### src/rtl/rr_arb4.sv
// Four-requester round-robin arbiter with registered one-hot grant and an optional hold timeout.
// The owner keeps the grant until it drops its request or the hold limit forces a release.
module rr_arb4 #(
  parameter int MAX_HOLD = 8,
  parameter int HOLD_W   = 4
) (
  input  logic       clk,
  input  logic       rst,
  input  logic [3:0] req,
  output logic [3:0] gnt,
  output logic [1:0] gnt_idx,
  output logic       gnt_vld,
  output logic       timeout
);

  // state | meaning
  // IDLE  | no owner; next edge grants the first requester at or after ptr
  // GRANT | gnt_idx owns the resource; hold_cnt counts completed hold cycles
  typedef enum logic {IDLE, GRANT} state_t;

  localparam logic [HOLD_W-1:0] HOLD_LAST = HOLD_W'((MAX_HOLD == 0) ? 0 : MAX_HOLD - 1);

  state_t            state, state_n;
  logic [1:0]        ptr, ptr_n;
  logic [HOLD_W-1:0] hold_cnt, hold_cnt_n;
  logic [1:0]        idx_n;
  logic              vld_n;
  logic              timeout_n;
  logic [1:0]        pick_idx;
  logic              pick_vld;

  // Rotating scan starting at ptr; the first set request wins.
  always_comb begin
    pick_idx = ptr;
    pick_vld = 1'b0;
    for (int i = 3; i >= 0; i--) begin
      if (req[ptr + 2'(i)]) begin
        pick_idx = ptr + 2'(i);
        pick_vld = 1'b1;
      end
    end
  end

  always_comb begin
    state_n    = state;
    ptr_n      = ptr;
    hold_cnt_n = hold_cnt;
    idx_n      = gnt_idx;
    vld_n      = 1'b0;
    timeout_n  = 1'b0;
    case (state)
      IDLE: begin
        if (pick_vld) begin
          idx_n      = pick_idx;
          vld_n      = 1'b1;
          hold_cnt_n = '0;
          state_n    = GRANT;
        end
      end
      GRANT: begin
        if (!req[gnt_idx]) begin
          ptr_n   = gnt_idx + 2'd1;
          state_n = IDLE;
        end else if (MAX_HOLD != 0 && hold_cnt == HOLD_LAST) begin
          timeout_n = 1'b1;
          ptr_n     = gnt_idx + 2'd1;
          state_n   = IDLE;
        end else begin
          vld_n = 1'b1;
          if (MAX_HOLD != 0) hold_cnt_n = hold_cnt + 1'b1;
        end
      end
      default: state_n = IDLE;
    endcase
  end

  always_ff @(posedge clk or posedge rst) begin
    if (rst) begin
      state    <= IDLE;
      ptr      <= '0;
      hold_cnt <= '0;
      gnt_idx  <= '0;
      gnt_vld  <= 1'b0;
      gnt      <= '0;
      timeout  <= 1'b0;
    end else begin
      state    <= state_n;
      ptr      <= ptr_n;
      hold_cnt <= hold_cnt_n;
      gnt_idx  <= idx_n;
      gnt_vld  <= vld_n;
      gnt      <= vld_n ? (4'b0001 << idx_n) : 4'b0000;
      timeout  <= timeout_n;
    end
  end

endmodule

### config.mk
export PLATFORM = sky130hd
export DESIGN_NAME = rr_arb4
export DESIGN_NICKNAME = d
export VERILOG_FILES = /design/src/rtl/rr_arb4.sv
export SDC_FILE = /design/constraint.sdc
export NUM_CORES = 1
export LEC_CHECK = 0
export ABC_AREA = 1
export BUFFER_PORTS_ARGS = -buffer_cell sky130_fd_sc_hd__buf_2
export CAP_MARGIN = 40
export CELL_PAD_IN_SITES_DETAIL_PLACEMENT = 1
export CELL_PAD_IN_SITES_GLOBAL_PLACEMENT = 1
export CORE_ASPECT_RATIO = 0.7
export CORE_MARGIN = 2
export CORE_UTILIZATION = 42
export DETAILED_ROUTE_END_ITERATION = 8
export MAX_ROUTING_LAYER = met4
export PLACE_DENSITY_LB_ADDON = 0.1
export SYNTH_ARGS = -nofsm -noshare
export SYNTH_HDL_FRONTEND = slang
export SYNTH_SLANG_ARGS = --single-unit
### constraint.sdc
create_clock -name clk -period 2.7 [get_ports clk]
set_input_delay 0.54 -clock clk [delete_from_list [all_inputs] [get_ports clk]]
set_output_delay 0.54 -clock clk [all_outputs]
set_load 0.005 [all_outputs]
==> summary.md <==
In this run the post-CTS setup repair buffer count came out at 0. Using the TritonRoute via totals, the vias-per-cell ratio works out to 4.883. The cell area after layout came out at 979.7 sq um.

The analysis attributes to cell leakage a power of 0.0005587 uW. For this run, the leading register cell type out of synthesis is sky130_fd_sc_hd__dfrtp_1. For the final routed database, the setup TNS stands at 0 ns. Count of distinct cell types in the synthesized netlist: 23.

In this run the worst setup path begins at ptr[0]$_DFFE_PP0P_. After detailed routing, the average wire length per cell comes to 12.61 um. The largest driver fanout on the critical path is 9.

The tools report the total detailed-routing wirelength as 1942 um. Data arrives at the worst endpoint at 1.99 ns. The share of the clock period used by the worst path after layout is 65.57%. The number of buffers inserted by port buffering was 13; the worst-case clock buffer depth was 2. When the netlist entered floorplanning its net count stood at 123.

In this run, flip-flops and latches consume 29.4% of the power. The area growth from synthesis to final layout is 13.64%, and the post-layout net count is 140. In this run the cell area of the synthesized design comes to 862.1 sq um. The tools report the global-route wire length before repair as 3477 um. After clock tree synthesis, the clock-pin slew on the worst setup and hold paths is 0.09 ns. The logs give 0 for the count of unresolved DRC violations after routing and 0 for the final number of max-transition violations. TritonCTS built the clock tree.

Synthesis inferred 14 register bits. Of the cells placed in the final design, the portion with a size suffix greater than 1 is 25.00%. The horizontal die dimension works out to 58.15 um. The tightest hold path in the finished design has a slack of 0.2731 ns.

The kind of critical path is flop to flop. The total clock buffers created by CTS is 3. The worst path needs 1.770 ns of the cycle, external delays included. The overall die area is 0.002437 sq mm, and the global-route congestion overflow total is 0. The transition time at the pin with the least slew margin is 0.5218 ns, and the height of the die is 41.91 um. The tools report the required time at the worst-slack endpoint as 2.92 ns. The worst setup path is launched from a flop.

Of all flip-flops after synthesis, the portion carrying an async set or reset was 100.0%. Measured against its own limit, the worst slew margin works out to 65.18%. Entering global routing, the biggest net connects 15 pins. The final route contains 752 vias. The number of synthesized flops with an enable pin is 0.

Detailed placement ended at an HPWL of 1601 um. The clock network is responsible for 11.5% of the overall power. Internal power comes to 648.6 uW. In this run, post-CTS repair resized a total of 0 instances. A synthesized cell averages 7.432 sq um. The startpoint identified for the worst register-to-register timing path is ptr[0]$_DFFE_PP0P_. The worst register-to-register path has a depth of 8.

The worst clock skew was 0.002905 ns. The logs give 674.1 uW for the net load switching power and 45.30% for the starting density of the core. For the cell count after synthesis, the log shows 116.

Setup repair after global routing left no endpoint under its margin. In this run switching power makes up 50.96% of total power. Routability-driven placement finished with a final weighted congestion of 0.8103. The number of antenna diodes in the final layout is 0. In the global route stage, overall resource usage came out at 19.48%.

The Yosys step of the flow raised 0 warnings. The run gives 51.48% as the post-layout utilization of the core. The worst setup path is captured at a flop. VDD sags by at most 0.0008096 V. Site row count: 13. The number of DRC markers in iteration 0 is 19. The post-cts hold buffer count was 0.

The run finished with clean final reports. The logs give 40.64% for the sequential element share of the synthesized area and 0 for the max-capacitance violation count. The run gives 0.28 ns as the clock latency on the worst-skew pair. The tools report the TritonCTS sink count as 14.

The number of hold-slack violations in the final timing report came out at 0. The power per standard cell area is 1350 mW/mm^2. The tightest min-delay check is of the primary input to asynchronous set/reset pin type.

The run gives 761 as the number of global-route vias before repair. Pin placement for this block handled 14 I/O pins. Combinational cells account for 59.0% of the total power. The number of search-and-repair iterations in the first detailed-routing pass is 3. The run gives 943.4 sq um as the cell area after placement.

The initial antenna violation count came out at 0. The core region is 0.001903 sq mm. Clock tree synthesis selected as its root buffer the cell sky130_fd_sc_hd__clkbuf_4. The count of antenna-violating nets left after detailed routing was 0.

Setup violations remaining at the end of the flow were counted as 0. The logs give 1 for the CTS H-tree depth and 564.9 MHz for the highest clock frequency the design can meet.
==> logic make-up (layout without fill, tap and decap cells) <==
| group | Yosys count | after routing | synth area share, % |
|---|---|---|---|
| flip-flops | 14 | 14 | 40.64 |
| multiplexers | 1 | 1 | 1.161 |
| AND/OR/NAND/NOR | 69 | 69 | 36.87 |
| AO/OA/AOI/OAI | 10 | 10 | 7.547 |
| XOR/XNOR | 2 | 2 | 2.032 |
| adder cells (fa/ha/maj) | 1 | 1 | 1.451 |
| buffers and inverters | 19 | 35 | 10.31 |
==> flip-flops by register name, summed over array words and instances (netlist names) <==
name	flops
state	1
timeout	1
hold_cnt	4
ptr	2
gnt	4
gnt_idx	2
==> power groups by stage <==
stage / combinational [uW] / clock, uW / sequential [uW]
2_1_floorplan: 638 / 0 / 359
3_5_place_dp: 786 / 0 / 394
6_report: 781 / 152 / 389
5_1_grt: 890 / 166 / 402
4_1_cts: 789 / 158 / 391
3_3_place_gp: 764 / 0 / 393
==> cell usage after synthesis (2+ instances only) <==
cell	number	area, sq um
sky130_fd_sc_hd__nand2_1	35	131.4
sky130_fd_sc_hd__dfrtp_1	14	350.3
sky130_fd_sc_hd__inv_1	13	48.80
sky130_fd_sc_hd__nand3_1	13	65.06
sky130_fd_sc_hd__nor2_1	10	37.54
sky130_fd_sc_hd__nand2_2	6	37.54
sky130_fd_sc_hd__a21oi_1	4	20.02
sky130_fd_sc_hd__inv_2	3	11.26
sky130_fd_sc_hd__o21ai_0	3	15.01
sky130_fd_sc_hd__nand2_4	2	22.52
==> metrics by stage <==
step / total power, uW / instances / worst slack (ns)
CTS: 1338 / 154 / 0.9413
finish: 1323 / 154 / 0.9297
global placement: 1157 / 150 / 0.9591
global route: 1459 / 154 / 0.7080
floorplan: 997.8 / 116 / 1.228
detailed placement: 1179 / 150 / 0.8956
==> layer usage <==
metal	global-route usage [%]	part of all wire, %
met5	-	0
met4	5.581	1.3
met3	5.607	3.4
met2	27.27	42
met1	27.29	54
==> cells in the final DEF, fill, tap and decap left out <==
cell	count
sky130_fd_sc_hd__nand2_1	35
sky130_fd_sc_hd__dfrtp_1	14
sky130_fd_sc_hd__inv_1	13
sky130_fd_sc_hd__nand3_1	13
sky130_fd_sc_hd__buf_2	13
sky130_fd_sc_hd__nor2_1	10
sky130_fd_sc_hd__nand2_2	6
sky130_fd_sc_hd__a21oi_1	4
sky130_fd_sc_hd__inv_2	3
sky130_fd_sc_hd__o21ai_0	3
sky130_fd_sc_hd__clkbuf_4	3
sky130_fd_sc_hd__nand2_4	2
sky130_fd_sc_hd__o21ai_1	1
sky130_fd_sc_hd__nor2_2	1
sky130_fd_sc_hd__inv_8	1
sky130_fd_sc_hd__nor2_4	1
sky130_fd_sc_hd__a21oi_4	1
sky130_fd_sc_hd__a22o_1	1
sky130_fd_sc_hd__inv_4	1
sky130_fd_sc_hd__nand4_1	1
sky130_fd_sc_hd__mux2i_1	1
sky130_fd_sc_hd__xor2_1	1
sky130_fd_sc_hd__xnor2_1	1
sky130_fd_sc_hd__ha_1	1
sky130_fd_sc_hd__clkbuf_8	1
==> worst max-delay path: stages, from the launching register on <==
cell and delay, ns:
sky130_fd_sc_hd__dfrtp_1 0.61, sky130_fd_sc_hd__nand2_1 0.14, sky130_fd_sc_hd__nand3_1 0.14, sky130_fd_sc_hd__nand2_1 0.09, sky130_fd_sc_hd__nor2_1 0.21, sky130_fd_sc_hd__a21oi_4 0.11
sky130_fd_sc_hd__nor2_1 0.23, sky130_fd_sc_hd__a21oi_1 0.07, sky130_fd_sc_hd__nor2_1 0.11
==> cell type report <==
cell class | instances | area [sq um]
Fill cell | 255 | 923.4
Multi-Input combinational cell | 83 | 422.9
Sequential cell | 14 | 350.3
Inverter | 18 | 77.57
Timing Repair Buffer | 13 | 65.06
Clock buffer | 4 | 36.28
Tap cell | 22 | 27.53
==> final timing paths <==
kind	endpoint	slack, ns
min reg2reg	hold_cnt[0]$_DFFE_PP0P_	0.51
max reg2reg	hold_cnt[2]$_DFFE_PP0P_	0.93
max in group asynchronous	timeout$_DFF_PP0_	2.08
max	hold_cnt[2]$_DFFE_PP0P_	0.93
min	gnt[3]$_DFF_PP0_	0.27
min in group clk	hold_cnt[0]$_DFFE_PP0P_	0.51
Power figures use the tool's default switching activity.
